`src/rtl/mips_control_unit_pkg.sv`:
```
// Shared types for the multi-cycle MIPS control unit: ALU operation codes,
// opcode/funct constants, FSM state encoding and srcB select values.
package ALU_pkg;

    typedef enum logic [2:0] {
        ALU_AND = 3'b000,
        ALU_OR  = 3'b001,
        ALU_ADD = 3'b010,
        ALU_SUB = 3'b110,
        ALU_SLT = 3'b111
    } ALU_ctrl_e;

endpackage

package MIPS_pkg;

    localparam logic [5:0] OP_RTYPE = 6'b000000;
    localparam logic [5:0] OP_LW    = 6'b100011;
    localparam logic [5:0] OP_SW    = 6'b101011;
    localparam logic [5:0] OP_BEQ   = 6'b000100;
    localparam logic [5:0] OP_ADDI  = 6'b001000;
    localparam logic [5:0] OP_ORI   = 6'b001101;

    localparam logic [5:0] FUNCT_ADD = 6'b100000;
    localparam logic [5:0] FUNCT_SUB = 6'b100010;
    localparam logic [5:0] FUNCT_AND = 6'b100100;
    localparam logic [5:0] FUNCT_OR  = 6'b100101;
    localparam logic [5:0] FUNCT_SLT = 6'b101010;

    localparam logic [1:0] SRCB_REG     = 2'd0;
    localparam logic [1:0] SRCB_FOUR    = 2'd1;
    localparam logic [1:0] SRCB_SIGNIMM = 2'd2;
    localparam logic [1:0] SRCB_ZEROIMM = 2'd3;

    typedef enum logic [3:0] {
        S_RESET    = 4'd0,
        S_FETCH    = 4'd1,
        S_DECODE   = 4'd2,
        S_MEMADR   = 4'd3,
        S_MEMREAD  = 4'd4,
        S_MEMWB    = 4'd5,
        S_MEMWRITE = 4'd6,
        S_EXECUTE  = 4'd7,
        S_ALUWB    = 4'd8,
        S_BRANCH   = 4'd9,
        S_ADDIEX   = 4'd10,
        S_ORIEX    = 4'd11,
        S_IMMWB    = 4'd12,
        S_TRAP     = 4'd13
    } mips_cu_state_e;

    function automatic logic is_supported_op(input logic [5:0] op);
        return op inside {OP_RTYPE, OP_LW, OP_SW, OP_BEQ, OP_ADDI, OP_ORI};
    endfunction

endpackage

```
`src/rtl/mips_control_unit_alu_decoder.sv`:
```
// R-type funct field to ALU operation decoder; unknown funct values fall
// back to ADD so a bad encoding never produces an undefined ALU op.
module mips_alu_decoder
    import ALU_pkg::*;
    import MIPS_pkg::*;
#(
    parameter int FUNCT_WIDTH = 6
) (
    input  logic [FUNCT_WIDTH-1:0] i_funct,
    output ALU_ctrl_e              o_alu_ctrl
);

    always_comb begin
        o_alu_ctrl = ALU_ADD;
        case (i_funct)
            FUNCT_ADD: o_alu_ctrl = ALU_ADD;
            FUNCT_SUB: o_alu_ctrl = ALU_SUB;
            FUNCT_AND: o_alu_ctrl = ALU_AND;
            FUNCT_OR:  o_alu_ctrl = ALU_OR;
            FUNCT_SLT: o_alu_ctrl = ALU_SLT;
            default:   o_alu_ctrl = ALU_ADD;
        endcase
    end

endmodule

```
`src/rtl/mips_control_unit.sv`:
```
// Moore FSM controller for the multi-cycle MIPS datapath.
// Optional macro MIPS_CU_ILLEGAL_TRAP_EN: unsupported opcodes lock in S_TRAP.
module mips_control_unit
    import ALU_pkg::*;
    import MIPS_pkg::*;
#(
    parameter int OPCODE_WIDTH = 6,
    parameter int FUNCT_WIDTH  = 6
) (
    input  logic                    clk,
    input  logic                    rst_n,
    input  logic [OPCODE_WIDTH-1:0] opcode,
    input  logic [FUNCT_WIDTH-1:0]  funct,
    input  logic                    alu_zero,
    output logic                    en_pc,
    output logic                    en_instr_reg,
    output logic                    mem_we,
    output logic                    addr_mux_sel,
    output logic                    regdst_mux_sel,
    output logic                    writedata_mux_sel,
    output logic                    rf_we,
    output logic                    srcA_mux_sel,
    output logic [1:0]              srcB_mux_sel,
    output logic                    alurslt_mux_sel,
    output ALU_ctrl_e               alu_ctrl,
    output logic                    instr_done,
    output logic                    illegal_instr
);

    mips_cu_state_e r_state;
    mips_cu_state_e w_next_state;
    ALU_ctrl_e      w_funct_alu_ctrl;
    logic           w_pc_write;
    logic           w_branch;

    mips_alu_decoder #(
        .FUNCT_WIDTH (FUNCT_WIDTH)
    ) u_alu_decoder (
        .i_funct    (funct),
        .o_alu_ctrl (w_funct_alu_ctrl)
    );

    always_ff @(posedge clk or negedge rst_n) begin
        if (!rst_n) begin
            r_state <= S_RESET;
        end else begin
            r_state <= w_next_state;
        end
    end

    // Opcode is held in the instruction register for the whole instruction,
    // so MEMADR can still tell lw from sw.
    always_comb begin
        w_next_state = r_state;
        case (r_state)
            S_RESET:    w_next_state = S_FETCH;
            S_FETCH:    w_next_state = S_DECODE;
            S_DECODE: begin
                case (opcode)
                    OP_LW, OP_SW: w_next_state = S_MEMADR;
                    OP_RTYPE:     w_next_state = S_EXECUTE;
                    OP_BEQ:       w_next_state = S_BRANCH;
                    OP_ADDI:      w_next_state = S_ADDIEX;
                    OP_ORI:       w_next_state = S_ORIEX;
`ifdef MIPS_CU_ILLEGAL_TRAP_EN
                    default:      w_next_state = S_TRAP;
`else
                    default:      w_next_state = S_FETCH;
`endif
                endcase
            end
            S_MEMADR:   w_next_state = (opcode == OP_SW) ? S_MEMWRITE : S_MEMREAD;
            S_MEMREAD:  w_next_state = S_MEMWB;
            S_MEMWB:    w_next_state = S_FETCH;
            S_MEMWRITE: w_next_state = S_FETCH;
            S_EXECUTE:  w_next_state = S_ALUWB;
            S_ALUWB:    w_next_state = S_FETCH;
            S_BRANCH:   w_next_state = S_FETCH;
            S_ADDIEX:   w_next_state = S_IMMWB;
            S_ORIEX:    w_next_state = S_IMMWB;
            S_IMMWB:    w_next_state = S_FETCH;
            S_TRAP:     w_next_state = S_TRAP;
            default:    w_next_state = S_RESET;
        endcase
    end

    always_comb begin
        en_instr_reg      = 1'b0;
        mem_we            = 1'b0;
        addr_mux_sel      = 1'b0;
        regdst_mux_sel    = 1'b0;
        writedata_mux_sel = 1'b0;
        rf_we             = 1'b0;
        srcA_mux_sel      = 1'b0;
        srcB_mux_sel      = SRCB_REG;
        alurslt_mux_sel   = 1'b0;
        alu_ctrl          = ALU_ADD;
        instr_done        = 1'b0;
        w_pc_write        = 1'b0;
        w_branch          = 1'b0;
        case (r_state)
            S_FETCH: begin
                en_instr_reg = 1'b1;
                srcB_mux_sel = SRCB_FOUR;
                w_pc_write   = 1'b1;
            end
            S_DECODE: begin
                srcB_mux_sel = SRCB_SIGNIMM;
`ifndef MIPS_CU_ILLEGAL_TRAP_EN
                instr_done   = ~is_supported_op(opcode);
`endif
            end
            S_MEMADR: begin
                srcA_mux_sel = 1'b1;
                srcB_mux_sel = SRCB_SIGNIMM;
            end
            S_MEMREAD: begin
                addr_mux_sel = 1'b1;
            end
            S_MEMWB: begin
                writedata_mux_sel = 1'b1;
                rf_we             = 1'b1;
                instr_done        = 1'b1;
            end
            S_MEMWRITE: begin
                addr_mux_sel = 1'b1;
                mem_we       = 1'b1;
                instr_done   = 1'b1;
            end
            S_EXECUTE: begin
                srcA_mux_sel = 1'b1;
                alu_ctrl     = w_funct_alu_ctrl;
            end
            S_ALUWB: begin
                regdst_mux_sel = 1'b1;
                rf_we          = 1'b1;
                instr_done     = 1'b1;
            end
            S_BRANCH: begin
                srcA_mux_sel    = 1'b1;
                alu_ctrl        = ALU_SUB;
                alurslt_mux_sel = 1'b1;
                w_branch        = 1'b1;
                instr_done      = 1'b1;
            end
            S_ADDIEX: begin
                srcA_mux_sel = 1'b1;
                srcB_mux_sel = SRCB_SIGNIMM;
            end
            S_ORIEX: begin
                srcA_mux_sel = 1'b1;
                srcB_mux_sel = SRCB_ZEROIMM;
                alu_ctrl     = ALU_OR;
            end
            S_IMMWB: begin
                rf_we      = 1'b1;
                instr_done = 1'b1;
            end
            default: begin
            end
        endcase
    end

    assign en_pc = w_pc_write | (w_branch & alu_zero);

    // The trap state is never left without reset, so decoding it is sticky.
`ifdef MIPS_CU_ILLEGAL_TRAP_EN
    assign illegal_instr = (r_state == S_TRAP);
`else
    assign illegal_instr = 1'b0;
`endif

endmodule

```
`config.mk`:
```
export PLATFORM = sky130hd
export DESIGN_NAME = mips_control_unit
export DESIGN_NICKNAME = d
export VERILOG_FILES = /design/src/rtl/mips_control_unit_pkg.sv /design/src/rtl/mips_control_unit_alu_decoder.sv /design/src/rtl/mips_control_unit.sv
export SDC_FILE = /design/constraint.sdc
export NUM_CORES = 1
export LEC_CHECK = 0
export ABC_AREA = 1
export BUFFER_PORTS_ARGS = -buffer_cell sky130_fd_sc_hd__buf_4
export CAP_MARGIN = 5
export CORE_AREA = 2 2 39 41
export CTS_BUF_LIST = sky130_fd_sc_hd__clkbuf_4
export CTS_CLUSTER_SIZE = 40
export DETAILED_ROUTE_END_ITERATION = 6
export DIE_AREA = 0 0 41 43
export PLACE_DENSITY = 0.73
export SYNTH_ARGS = -nofsm -noshare
export SYNTH_HDL_FRONTEND = slang
export SYNTH_HIERARCHICAL = 1
export SYNTH_SLANG_ARGS = --single-unit
```
`constraint.sdc`:
```
create_clock -name clk -period 3.02 [get_ports clk]
set_input_delay 0.604 -clock clk [delete_from_list [all_inputs] [get_ports clk]]
set_output_delay 0.604 -clock clk [all_outputs]
set_load 0.01 [all_outputs]
```
After elaboration in Yosys (flattened, before gate mapping). Index checks and enable logic that the tools add are counted.

Bits in registers: 4. Bits in latches: 0. Memory bits (writable): 0. Memory bits (read-only): 0. Input bits: 15. Output and inout port bits: 16. Word-level logic and storage cells: 52. Memories: 0.

Add/subtract/negate cells: 0. Multiply operators: 0. Divide/modulo/power cells: 0. Order comparisons: 0. Equality and inequality tests: 22. Shift-type cells: 0. Mux-type cells: 15. Bitwise gates (word level): 3. Reduce and logical (&&, ||, !) cells: 11.

Operator list (count): == test 6 bit (second input constant) (6); one-hot mux 4 bit (8 select lines) (1); == test 4 bit (second input constant) (6); one-hot mux 4 bit (5 select lines) (1); == test 4 x 3 -> 1 bit (second input constant) (4); == test 6 x 4 -> 1 bit (second input constant) (2); one-hot mux 3 bit (4 select lines) (1); OR reduction 5 bit (2); one-hot mux 3 bit (3 select lines) (1); == test 4 x 2 -> 1 bit (second input constant) (2); 2-to-1 mux 1 bit (8); == test 6 x 3 -> 1 bit (second input constant) (1); logical NOT 6 bit (1); one-hot mux 2 bit (3 select lines) (1); nonzero test 6 bit (1); OR reduction 2 bit (3); OR reduction 3 bit (2); OR reduction 6 bit (1); == test 4 x 1 -> 1 bit (second input constant) (1); logical NOT 4 bit (1); 2-to-1 mux 2 bit (1); one-hot mux 1 bit (2 select lines) (1); bitwise AND 1 bit (1); NOT 1 bit (1); bitwise OR 1 bit (1).

Depth between registers and ports, before layout.
Word-level depth: 4. Mapped depth: 7. Gate-level depth less buffers: 7.

By module. Netlist, hierarchy kept.

Modules (own cells, without submodules): mips_control_unit (times used 1, cells an instance 92, area an instance 476.7 um^2, sequential area each 100.1 um^2); mips_alu_decoder (times used 1, cells an instance 16, area an instance 76.3 um^2, sequential area each 0.0 um^2).

Worst setup path after synthesis. Ideal clock, no wire load.

Kind: input-to-output. Start: input port funct[5]. End: output port alu_ctrl[1]. Arrival time: 1.126 ns. Data required time: 2.416 ns. Setup slack: 1.290 ns. Stages on the path: 5. Cells stage by stage: inv_1 -> nor2_4 -> nand3_1 -> o31ai_1 -> inv_1.

Cells in the longest elaborated chain, start to end: 3. Elaborated cells between the ends (all ways): 6.

Ends and longest elaborated chain: start, declared (RTL line mips_control_unit.sv:13) `input logic [FUNCT_WIDTH-1:0] funct,`; == test 6 bit (RTL line mips_control_unit_alu_decoder.sv:15) `case (i_funct)`; one-hot mux 3 bit (4 select lines) (*) (RTL line mips_control_unit_alu_decoder.sv:15); named net w_funct_alu_ctrl[1] (RTL line mips_control_unit.sv:32) `ALU_ctrl_e w_funct_alu_ctrl;`; one-hot mux 3 bit (3 select lines) (*) (RTL line mips_control_unit.sv:101) `case (r_state)`; end, declared (RTL line mips_control_unit.sv:25) `output ALU_ctrl_e alu_ctrl,`.

The timed path passes the listed nets; every way through them passes the cells marked *.

Worst setup path in the final report.
Start: input port opcode[5]. End: output port instr_done.

Cells in the longest elaborated chain, start to end: 4. Elaborated cells between the ends (all ways): 9.

Ends and longest elaborated chain: start, declared (RTL line mips_control_unit.sv:12) `input logic [OPCODE_WIDTH-1:0] opcode,`; == test 6 bit, or another cell as far along (RTL line mips_control_unit_pkg.sv:53) `return op inside {OP_RTYPE, OP_LW, OP_SW, OP_BEQ, OP_ADDI, OP_ORI};`; nonzero test 6 bit (*) (RTL line mips_control_unit_pkg.sv:53); NOT 1 bit (*) (RTL line mips_control_unit.sv:110) `instr_done = ~is_supported_op(opcode);`; one-hot mux 1 bit (2 select lines) (*) (RTL line mips_control_unit.sv:101); end, declared (RTL line mips_control_unit.sv:26) `output logic instr_done,`.

Every way passes the cells marked *; elsewhere a longest branch is shown, timed or not.

==> impl_results.md <==
- Outcome: finished clean
- Final wirelength: 1.40 mm
- Drc violations: 0
- Max Root-Sink Buffers: 2
- CTS tree: built
- Reg2Reg Setup Slack: 1830 ps
- Worst VDD drop: 0.000336 V
- Critical path class: input port to output pin
- Filler cells: 163
- Synth area leaders: nand2_1, dfrtp_1, nor2_1
- Final Cycle Share: 0.670
- Vias per inst: 4.69
- Num rows: 14
- Min-Delay Path Class: input port to async pin
- Worst path arrival time: 1420 ps
- Crit path max fanout: 4
- Routability Congestion: 0.854
- Largest regs: r_state (4)
- CORE AREA: 1380 sq um
- Clk sinks: 4
- ANT nets after route: 0
- Syn Nets: 123
- Setup repair bufs after CTS: 0
- Die W: 41 um
- Pwr/cell area: 642 nW/um^2
- Reg with most FFs: r_state
- Cts repair resizes: 0
- Multiplexer share of the synthesized area: 0
- Die span in y: 43 um
- Share of cells above drive strength 1: 0.324
- H-tree Lvls: 1
- Largest area contributor in the netlist: nand2_1
- Max Cap Viol: 0
- # port buffers: 29
- Clk_lat worst skew: 230 ps
- Design Area, Final: 806 sq um
- Drt pass-1 iters: 4
- Leakage: ~0.5 nW
- R2r endpoint: r_state[2]
- Required @ worst endpoint: approximately 2400 ps
- Via count: 727
- Placed inst area: 783 sq um
- Tot GR Track Use: 0.190
- HPWL after DPL: between 1 and 1.5 mm
- Worst clock skew: 1.56 ps
- Post-CTS Hold Buffers: 0
- Synth Area in Adders: 0
- Grt ovf: 0
- R2r startpoint: r_state[3]
- Initial core utilization: 0.400
- Post-Syn Area: 553 sq um
- Synth Area in Simple Gates: 0.593
- Max reg flops: 4
- Io pins: 31
- Final setup violation count: 0
- Compound-Gate Fraction of Synth Area: 0.0566
- Area growth from synthesis to layout: 45.7%
- CP startpoint: opcode[5]
- Global-route wire length before repair: 2.37 mm
- ANT cells: 0
- Root Buffer: clkbuf_4
- Setup crit start kind: input port
- Area fraction of the dominant cell type after synthesis: 0.231
- Mapped Cells: about 110
- Vias in the first global route: 643
- WL per Instance: approximately 9 um
- Pin count of the biggest net entering global routing: 8
- Worst-path clk slew: 30 ps
- Setup_tns: 0 ps
- R2R cell count: 6
- Min Tclk post-route: just over 2000 ps
- Max frequency: 494 MHz
- Sequential area share after synthesis: 0.181
- DRT iter0 DRCs: 11
- Final-report hold violation count: 0
- Largest family of logic cells by synthesized area: simple AND/OR/NAND/NOR gates
- Synth unique cells: 16
- Xor and xnor fraction of the mapped netlist area: 0
- Crit end category: output pin
- TritonCTS Buffers: 3
- Max Slew Vio Count: 0
- Die Area: 1760 sq um
- Most frequent cells in the layout: nand2_1, buf_4, nor2_1, inv_1, nand3_1
- Post-layout net count: 156
- Initial antenna violation count: 0
- YS warnings: 6
- Most common cell after layout, fill and taps aside: nand2_1
- #FFs+latches synth: 4
- RSZ-0062 raised after global routing: false
- Mean Syn Cell Area: 5.12 sq um
[power breakdown]
group / switching (mW) / total (mW) / internal [mW]
Sequential: 0.0362 / 0.111 / 0.0746
Clock: 0.0193 / 0.0635 / 0.0442
Combinational: 0.192 / 0.343 / 0.151
Total: 0.248 / 0.518 / 0.270
[critical path, cell delays in order]
cell and delay (ps):
buf_4 110, nor2_1 200, nand3_1 160, nand3_1 130, o21ai_1 60, buf_4 150
[logic make-up (layout without fill, tap and decap cells)]
| kind of cell | Yosys count | after routing |
|---|---|---|
| DFF | 4 | 4 |
| buffers and inverters | 23 | 54 |
| AOI/OAI and AO/OA | 5 | 5 |
| and+or+nand+nor | 75 | 75 |
| other | 1 | 1 |
[synthesized netlist by cell type, drive strengths merged]
cell type and n:
nand3b 1, inv 22, nor2 27, nand4 1, o21ai 2, nand3 12
conb 1, o221ai 1, a21oi 1, buf 1, nand2 34, dfrtp 4
o31ai 1
[metal layers]
layer  global-route usage  routed length, um
met5                    0                  0
met3               0.0314                 97
met4               0.0800                 14
met2                0.316                734
met1                0.226                551
[cell type report]
| cell class | count | area, sq um | share of cell area |
|---|---|---|---|
| well taps | 16 | 20.0 | 0.0248 |
| repair buffers | 29 | 218 | 0.270 |
| multi-input cells | 81 | 363 | 0.450 |
| clock buffers | 3 | 22.5 | 0.0280 |
| inverters | 22 | 82.6 | 0.102 |
| flip-flops and latches | 4 | 100 | 0.124 |
[worst max-delay path by stage]
stage                       end  slack [ps]
floorplan           alu_ctrl[1]        1290
global placement     instr_done        1020
detailed placement   instr_done        1000
CTS                  instr_done         990
global route        alu_ctrl[0]         870
finish               instr_done        1000
[metrics by stage]
stage / cells / power [mW] / util / setup WS (ps) / hold slack (ps)
finish: 155 / 0.518 / 0.582 / 995 / 159
floorplan: 108 / 0.306 / - / 1290 / 308
global route: 155 / 0.568 / 0.582 / 870 / 155
global placement: 152 / 0.452 / 0.566 / 1020 / 399
detailed placement: 152 / 0.458 / 0.566 / 997 / 401
CTS: 155 / 0.525 / 0.582 / 990 / 153
No activity file was read; power rests on OpenSTA's default activity.
